==> config.mk <==
export PLATFORM = sky130hd
export DESIGN_NAME = uart_frame_tx
export DESIGN_NICKNAME = d
export VERILOG_FILES = /design/src/rtl/uart_frame_tx.sv
export SDC_FILE = /design/constraint.sdc
export NUM_CORES = 1
export LEC_CHECK = 0
export BUFFER_PORTS_ARGS = -buffer_cell sky130_fd_sc_hd__buf_2
export CAP_MARGIN = 10
export CORE_ASPECT_RATIO = 1.5
export CORE_UTILIZATION = 40
export DETAILED_ROUTE_END_ITERATION = 6
export PLACE_DENSITY = 0.68
export SYNTH_ARGS = -nofsm -noshare
export SYNTH_HDL_FRONTEND = slang
export SYNTH_SLANG_ARGS = --single-unit
==> constraint.sdc <==
create_clock -name Clk -period 2.35 [get_ports Clk]
set_input_delay 0.1175 -clock Clk [delete_from_list [all_inputs] [get_ports Clk]]
set_output_delay 0.1175 -clock Clk [all_outputs]
set_load 0.02 [all_outputs]
==> src/rtl/uart_frame_tx.sv <==
// ---------------------------------------------------------------------------
// uart_frame_tx
//
// Configurable UART transmitter: 5..8 data bits, none/even/odd parity,
// one or two stop bits, eight selectable baud rates, valid/ready input
// handshake. All frame settings are captured together with the payload at
// the handshake, so later changes on the config inputs only affect the next
// frame.
//
// Parameters
//   CLK_FREQ    : Clk frequency in Hz; baud divisors are CLK_FREQ / baud.
//   IDLE_LEVEL  : line level when idle and during stop bits.
//
// Ports
//   Clk         : system clock, rising edge.
//   Reset       : asynchronous, active-high reset.
//   Data        : payload; only bits [Data_bits+4:0] are sent.
//   Tx_valid    : source presents a byte on Data.
//   Tx_ready    : block accepts a byte this cycle (IDLE and not in reset).
//   Baud_set    : 0=9600 1=19200 2=38400 3=57600 4=115200 5=230400
//                 6=460800 7=921600.
//   Data_bits   : payload width minus 5.
//   Parity_mode : 0=none 1=even 2=odd 3=none.
//   Stop_bits   : 0=one stop bit, 1=two.
//   uart_tx     : serial line.
//   Tx_busy     : high while a frame is on the line.
//   Tx_done     : one-cycle pulse in the first idle cycle after a frame.
// ---------------------------------------------------------------------------
module uart_frame_tx #(
    parameter int unsigned CLK_FREQ   = 50_000_000,
    parameter logic        IDLE_LEVEL = 1'b1
) (
    input  logic       Clk,
    input  logic       Reset,
    input  logic [7:0] Data,
    input  logic       Tx_valid,
    output logic       Tx_ready,
    input  logic [2:0] Baud_set,
    input  logic [1:0] Data_bits,
    input  logic [1:0] Parity_mode,
    input  logic       Stop_bits,
    output logic       uart_tx,
    output logic       Tx_busy,
    output logic       Tx_done
);

    // The slowest rate sets the counter width; it only needs to reach DIV-1.
    localparam int unsigned DIV_MAX = CLK_FREQ / 9600;
    localparam int          CW      = (DIV_MAX > 2) ? $clog2(DIV_MAX) : 1;

    typedef enum logic [2:0] {
        S_IDLE,
        S_START,
        S_DATA,
        S_PARITY,
        S_STOP
    } state_t;

    // Terminal count (DIV-1) for a baud select.
    function automatic logic [CW-1:0] div_m1_of(input logic [2:0] sel);
        int unsigned d;
        case (sel)
            3'd0:    d = CLK_FREQ / 9600;
            3'd1:    d = CLK_FREQ / 19200;
            3'd2:    d = CLK_FREQ / 38400;
            3'd3:    d = CLK_FREQ / 57600;
            3'd4:    d = CLK_FREQ / 115200;
            3'd5:    d = CLK_FREQ / 230400;
            3'd6:    d = CLK_FREQ / 460800;
            default: d = CLK_FREQ / 921600;
        endcase
        return CW'(d - 1);
    endfunction

    state_t        state, next_state;
    logic [CW-1:0] baud_cnt;
    logic [CW-1:0] div_m1;
    logic [2:0]    bit_cnt;
    logic [2:0]    last_bit;    // index of the final payload bit
    logic [7:0]    data_q;
    logic          parity_q;    // precomputed parity line value
    logic          par_en;
    logic          two_stop;
    logic          done_q;

    logic          handshake;
    logic          bit_end;
    logic          done_set;
    logic          tx_line;
    logic [7:0]    payload_mask;

    assign handshake    = Tx_valid && Tx_ready;
    assign bit_end      = (baud_cnt == div_m1);
    // Clears the unsent upper bits so they never reach the parity.
    assign payload_mask = 8'hFF >> (2'd3 - Data_bits);

    // State register.
    always_ff @(posedge Clk or posedge Reset) begin
        if (Reset) begin
            state <= S_IDLE;
        end else begin
            // NOTE: sequential state uses non-blocking assignments so every
            // register samples the pre-edge values of the others.
            state <= next_state;
        end
    end

    // Next-state and line decode.
    always_comb begin
        // NOTE: defaults first so no path through the case leaves a signal
        // unassigned, which would otherwise infer a latch.
        next_state = state;
        tx_line    = IDLE_LEVEL;
        done_set   = 1'b0;
        case (state)
            S_IDLE: begin
                if (handshake) next_state = S_START;
            end
            S_START: begin
                tx_line = ~IDLE_LEVEL;
                if (bit_end) next_state = S_DATA;
            end
            S_DATA: begin
                tx_line = data_q[bit_cnt];
                if (bit_end && (bit_cnt == last_bit))
                    next_state = par_en ? S_PARITY : S_STOP;
            end
            S_PARITY: begin
                tx_line = parity_q;
                if (bit_end) next_state = S_STOP;
            end
            S_STOP: begin
                tx_line = IDLE_LEVEL;
                if (bit_end && (!two_stop || bit_cnt[0])) begin
                    next_state = S_IDLE;
                    done_set   = 1'b1;
                end
            end
            default: next_state = S_IDLE;
        endcase
    end

    // Datapath: baud/bit counters and the per-frame configuration capture.
    always_ff @(posedge Clk or posedge Reset) begin
        if (Reset) begin
            baud_cnt <= '0;
            div_m1   <= '0;
            bit_cnt  <= '0;
            last_bit <= '0;
            data_q   <= '0;
            parity_q <= 1'b0;
            par_en   <= 1'b0;
            two_stop <= 1'b0;
            done_q   <= 1'b0;
        end else begin
            done_q <= done_set;
            if (state == S_IDLE) begin
                baud_cnt <= '0;
                bit_cnt  <= '0;
                if (handshake) begin
                    div_m1   <= div_m1_of(Baud_set);
                    last_bit <= {1'b0, Data_bits} + 3'd4;
                    data_q   <= Data;
                    parity_q <= (^(Data & payload_mask)) ^ (Parity_mode == 2'd2);
                    par_en   <= (Parity_mode == 2'd1) || (Parity_mode == 2'd2);
                    two_stop <= Stop_bits;
                end
            end else if (bit_end) begin
                baud_cnt <= '0;
                // The bit counter restarts whenever the state moves on, so it
                // indexes payload bits in DATA and stop bits in STOP.
                bit_cnt  <= (next_state != state) ? 3'd0 : bit_cnt + 3'd1;
            end else begin
                baud_cnt <= baud_cnt + 1'b1;
            end
        end
    end

    // Outputs decode from state so an asynchronous reset idles the line at once.
    assign uart_tx  = tx_line;
    assign Tx_ready = (state == S_IDLE) && !Reset;
    assign Tx_busy  = (state != S_IDLE);
    assign Tx_done  = done_q;

endmodule
## Yosys cells after proc, flatten, opt, wreduce, memory -nomap -nowiden

Index checks and enable logic that the tools add are counted.

| storage, ports and cells | value |
|---|---|
| flip-flop bits (word level) | 47 |
| input bits | 19 |
| output and inout bits | 4 |
| logic and storage cells | 68 |

| operators by class | value |
|---|---|
| add/subtract/negate cells | 5 |
| magnitude comparators | 1 |
| equal/unequal tests | 15 |
| shift operators | 1 |
| muxes and demuxes | 20 |
| bitwise gates (word level) | 2 |
| reductions and logical operators | 14 |

Operator list:

| cell | count |
|---|---|
| $pmux 13 s7 | 1 |
| $mux 13 | 4 |
| $mux 3 | 9 |
| $pmux 3 s5 | 1 |
| $add 13x1->13 const B | 1 |
| $eq 13x13->1 | 1 |
| $sub 13x1->13 const B | 1 |
| $eq 3x2->1 const B | 4 |
| $eq 3x3->1 const B | 4 |
| $and 8x8->8 | 1 |
| $reduce_xor 8->1 | 1 |
| $shr 8x2->8 const A | 1 |
| $eq 3x1->1 const B | 2 |
| $logic_not 3->1 | 2 |
| $logic_and 1x1->1 | 4 |
| $lt 3x4->1 const B | 1 |
| $add 2x3->3 const B | 1 |
| $add 3x1->3 const B | 1 |
| $bmux 1 s3 | 1 |
| $eq 3x3->1 | 1 |
| $mux 1 | 3 |
| $ne 3x3->1 | 1 |
| $pmux 1 s3 | 1 |
| $reduce_bool 3->1 | 1 |
| 8 further kinds | 10 |

## Logic depth before layout (Yosys ltp)

| depth | value |
|---|---|
| depth after elaboration | 9 |
| gate-level depth with buffers | 8 |

## Worst setup path after synthesis

No wires, ideal clock.

| timing | value |
|---|---|
| kind | in2reg |
| start point | in Reset |
| end point | reg data_q[7] |
| setup time | 125 ps |
| arrival time | 2,004 ps |
| data required time | 2,225 ps |
| setup slack | 222 ps |
| stages on the path | 4 |
| buffers on the path | 1 |
| path through | inv_1 nand3_1 clkbuf_1 mux2_2 |

| on the way | value |
|---|---|
| cells in the longest elaborated chain, start to end | 4 |

Ends and longest elaborated chain:

| what | line | RTL |
|---|---|---|
| start, declared | 34 | `input logic Reset,` |
| $logic_not 1->1 | 181 | `assign Tx_ready = (state == S_IDLE) && !Reset;` |
| $logic_and 1x1->1 | 181 |  |
| $logic_and 1x1->1 | 92 | `assign handshake = Tx_valid && Tx_ready;` |
| $reduce_and 2->1 (no line) | - |  |
| end signal, assigned | 163 | `data_q <= Data;` |
| end, declared | 80 | `logic [7:0] data_q;` |

Every way passes these cells.
A chain may end at the register's enable or synchronous reset.

## Worst setup path after layout

| timing | value |
|---|---|
| start point | reg bit_cnt[0] |
| end point | out uart_tx |

| on the way | value |
|---|---|
| cells in the longest elaborated chain, start to end | 3 |

Ends and longest elaborated chain:

| what | line | RTL |
|---|---|---|
| start, declared | 78 | `logic [2:0] bit_cnt;` |
| start signal, assigned | 172 | `bit_cnt <= (next_state != state) ? 3'd0 : bit_cnt + 3'd1;` |
| $bmux 1 s3 | 124 | `tx_line = data_q[bit_cnt];` |
| $mux 1 (not written as such) | 124 |  |
| $pmux 1 s3 | 115 | `case (state)` |
| end, declared | 42 | `output logic uart_tx,` |

Every way passes these cells. The select of a mux whose other input is x is not followed.

==> summary.txt <==
Status
  • Status: finished, violations left
  • Failing checks: hold timing

Setup path
  • R2r startpoint: baud_cnt[2]
  • Critical Path Start: bit_cnt[0]
  • Crit. End Element: output pin
  • CP Launch Type: flop
  • Crit-path max FO: 5
  • WS Path Type: flop to output pin
  • Critical Path RT: roughly 2.2 ns
  • WP data arrival: between 2 and 2.5 ns

Clock tree
  • # Post-CTS Setup Buffers: 0
  • Reg clk slew, reported paths: 0.09 ns
  • CTS tree: built
  • Clock Latency Late Sink: 0.29 ns
  • CTS buffer count: 5
  • Clock Sinks: 47
  • Clock buffer depth: 2
  • CTS Hold Bufs: 0
  • PostCTS Resize Cnt: 0
  • Clock Root Buffer: clkbuf_8
  • H-tree depth: 2

Floorplanning
  • I/O pins: 23
  • Core Rows: 34
  • Die ar.: about 0.0065 sq mm
  • Core ar.: 0.00587 sq mm
  • Die H: 98.3 um
  • Die Span X: 66.2 um
  • Starting Density: 42.1%

Detailed routing
  • Router iterations before antenna repair: 6
  • Drt drc: 0
  • Routed via count: 1687
  • Routed Antenna Nets: 0
  • Post-Route WL: between 4000 and 5000 um
  • Routed len/inst: approximately 14 um
  • Vias per Instance: 5.07
  • 1st-iter DRT viols: 53

Logic synthesis
  • Syn Nets: 262
  • Synth unique cells: 38
  • Ys Warns: 0
  • Synth top cells by count: 47 x dfrtp_1, 27 x nand2_1, 27 x xnor2_1
  • Post-synth ARST share: 100%
  • Post-synth top area share: 47.6%
  • Number of synthesized flops with an enable pin: 0
  • Synth Instances: between 200 and 250
  • Seq/Total Area, Yosys: 47.6%
  • Synthesized area per cell: 10.4 sq um
  • Largest area contributor in the synthesized netlist: dfrtp_1
  • Top-count cell post-synth: dfrtp_1
  • Register bit total from synthesis: 47
  • Synth Flop Type: dfrtp_1
  • Cell Area, Synth: between 0.002 and 0.0025 sq mm
  • Top post-synthesis cells by area: dfrtp_1 48%, xnor2_1 9.6%, mux2_2 6.8%, nand2_1 4.1%, nor2_1 3.8%

Timing
  • Setup violations, final: 0
  • Fmax: 466 MHz
  • Fin Clk Skew: 0.00585 ns
  • Least-Margin Pin Slew: 0.596 ns
  • Slew HR: 60.3%
  • Hold violation total from the final report: 12
  • RSZ-0062 raised after global routing: no
  • Final Max Tran Viols: 0
  • Final min period: 2.15 ns
  • Setup TNS: 0 ns
  • Fin Hold WS: -0.00553 ns
  • Tcrit/Tclk final: 91.3%

Power
  • Gate power share: approximately a third
  • Maximum VDD drop: 0.386 mV
  • Clk pwr share: 16.9%
  • Pwr/cell area: 1020 mW/mm^2
  • P_sw: 990 uW
  • Reg power frac: 48.3%
  • Switch share: approximately 35%
  • Leak Pwr: 0.00124 uW
  • Internal power: 1800 uW

Placement
  • Detailed Place HPWL: 3270 um
  • Post-DP Area: 0.00266 sq mm
  • Final GP Congestion: about 0.76
  • Number of port buffers: 22

Layout
  • FILL cells: 568
  • Area of the multi-input gates: between 0.001 and 0.0015 sq mm
  • P&R area growth vs syn: 11.1%
  • Final core utilization: 46.8%
  • Storage cell area: 0.00118 sq mm
  • Layout cells sized above 1: roughly 22%
  • Nets: 285
  • N_diodes: 0
  • Final instance area: about 0.0027 sq mm

GRT
  • GRT overflow: 0
  • Antenna violations before repair: 0
  • First-pass GRT wire length: 7980 um
  • Vias in the first global route: 1706
  • Largest net degree at the start of global routing: between 40 and 50
  • GRT Util Overall: 16.0%

Flow run
  • Max-cap violations: 0

Worst hold path
  • Hold WC Path Type: primary input to asynchronous set/reset pin
==> final timing paths <==
check / end / slack (ns) / cells past startpoint
max in group asynchronous: baud_cnt[11] / 1.96 / 3
worst min register to register: parity_q / 0.49 / 2
worst max-delay path: uart_tx / 0.20 / 5
worst max register to register: bit_cnt[1] / 0.21 / 6
worst min-delay path: bit_cnt[0] / -0.006 / 3
min in group Clk: two_stop / 0.05 / 2
==> layout make-up <==
cell class / count / area share, %
Clock buffer: 6 / 2.64
Tap cell: 72 / 3.28
Multi-Input combinational cell: 171 / 44.0
Inverter: 9 / 1.23
Clock inverter: 2 / 0.456
Timing Repair Buffer: 26 / 5.56
Sequential cell: 47 / 42.8
==> metrics by stage <==
| stage | total power [uW] | setup slack, ns | std cells |
|---|---|---|---|
| finish | 2790 | 0.203 | 333 |
| global route | 3020 | 0.0436 | 333 |
| CTS | 2830 | 0.181 | 333 |
| detailed placement | 2340 | 0.235 | 325 |
| global placement | 2320 | 0.318 | 325 |
| floorplan | 2110 | 0.222 | 237 |
==> registers in the layout, indices dropped and copies added (netlist names) <==
name	count
Tx_done	1
baud_cnt	13
bit_cnt	3
data_q	8
div_m1	13
last_bit	3
par_en	1
parity_q	1
state	3
two_stop	1
==> per-layer routing <==
metal	up-vias	track usage (%)	part of all wire [%]
met5	-	0	0
met3	8	2.80	3.1
met4	0	8.02	2.2
met1	799	20.8	44
met2	37	25.3	50
li1	843	-	-
==> kinds of logic after synthesis <==
| kind of cell | after synthesis | synth area share (%) |
|---|---|---|
| xor+xnor | 38 | 13.8 |
| simple gates | 78 | 14.9 |
| fa+ha+maj | 6 | 3.04 |
| mux | 20 | 9.87 |
| flops | 47 | 47.6 |
| compound gates | 29 | 7.34 |
| buf+inv | 19 | 3.49 |
==> power groups by stage <==
stage                     logic (uW)  registers (uW)  clock network, uW
after floorplan                  832            1280                  0
after global placement           959            1360                  0
after detailed placement         975            1370                  0
after CTS                        983            1350                489
after global routing            1100            1390                531
final                            972            1350                473
==> critical path, stage by stage, from the launching register on <==
cell and delay [ns]:
dfrtp_1 0.50, mux4_2 0.53, mux2i_1 0.18, a21oi_1 0.09, a311o_1 0.27, buf_2 0.16
==> cell usage in the layout (no fill, tap or decap), types with 8 or more instances in the layout <==
| master | synthesis | layout |
|---|---|---|
| dfrtp_1 | 47 | 47 |
| xor2_1 | 10 | 10 |
| xnor2_1 | 27 | 27 |
| mux2_2 | 15 | 15 |
| nand2_1 | 27 | 27 |
| buf_2 | 2 | 22 |
| inv_1 | 9 | 8 |
| nand3_1 | 10 | 10 |
| o21ai_0 | 9 | 9 |
| nor2_1 | 25 | 25 |
No activity file was read; power rests on OpenSTA's default activity.
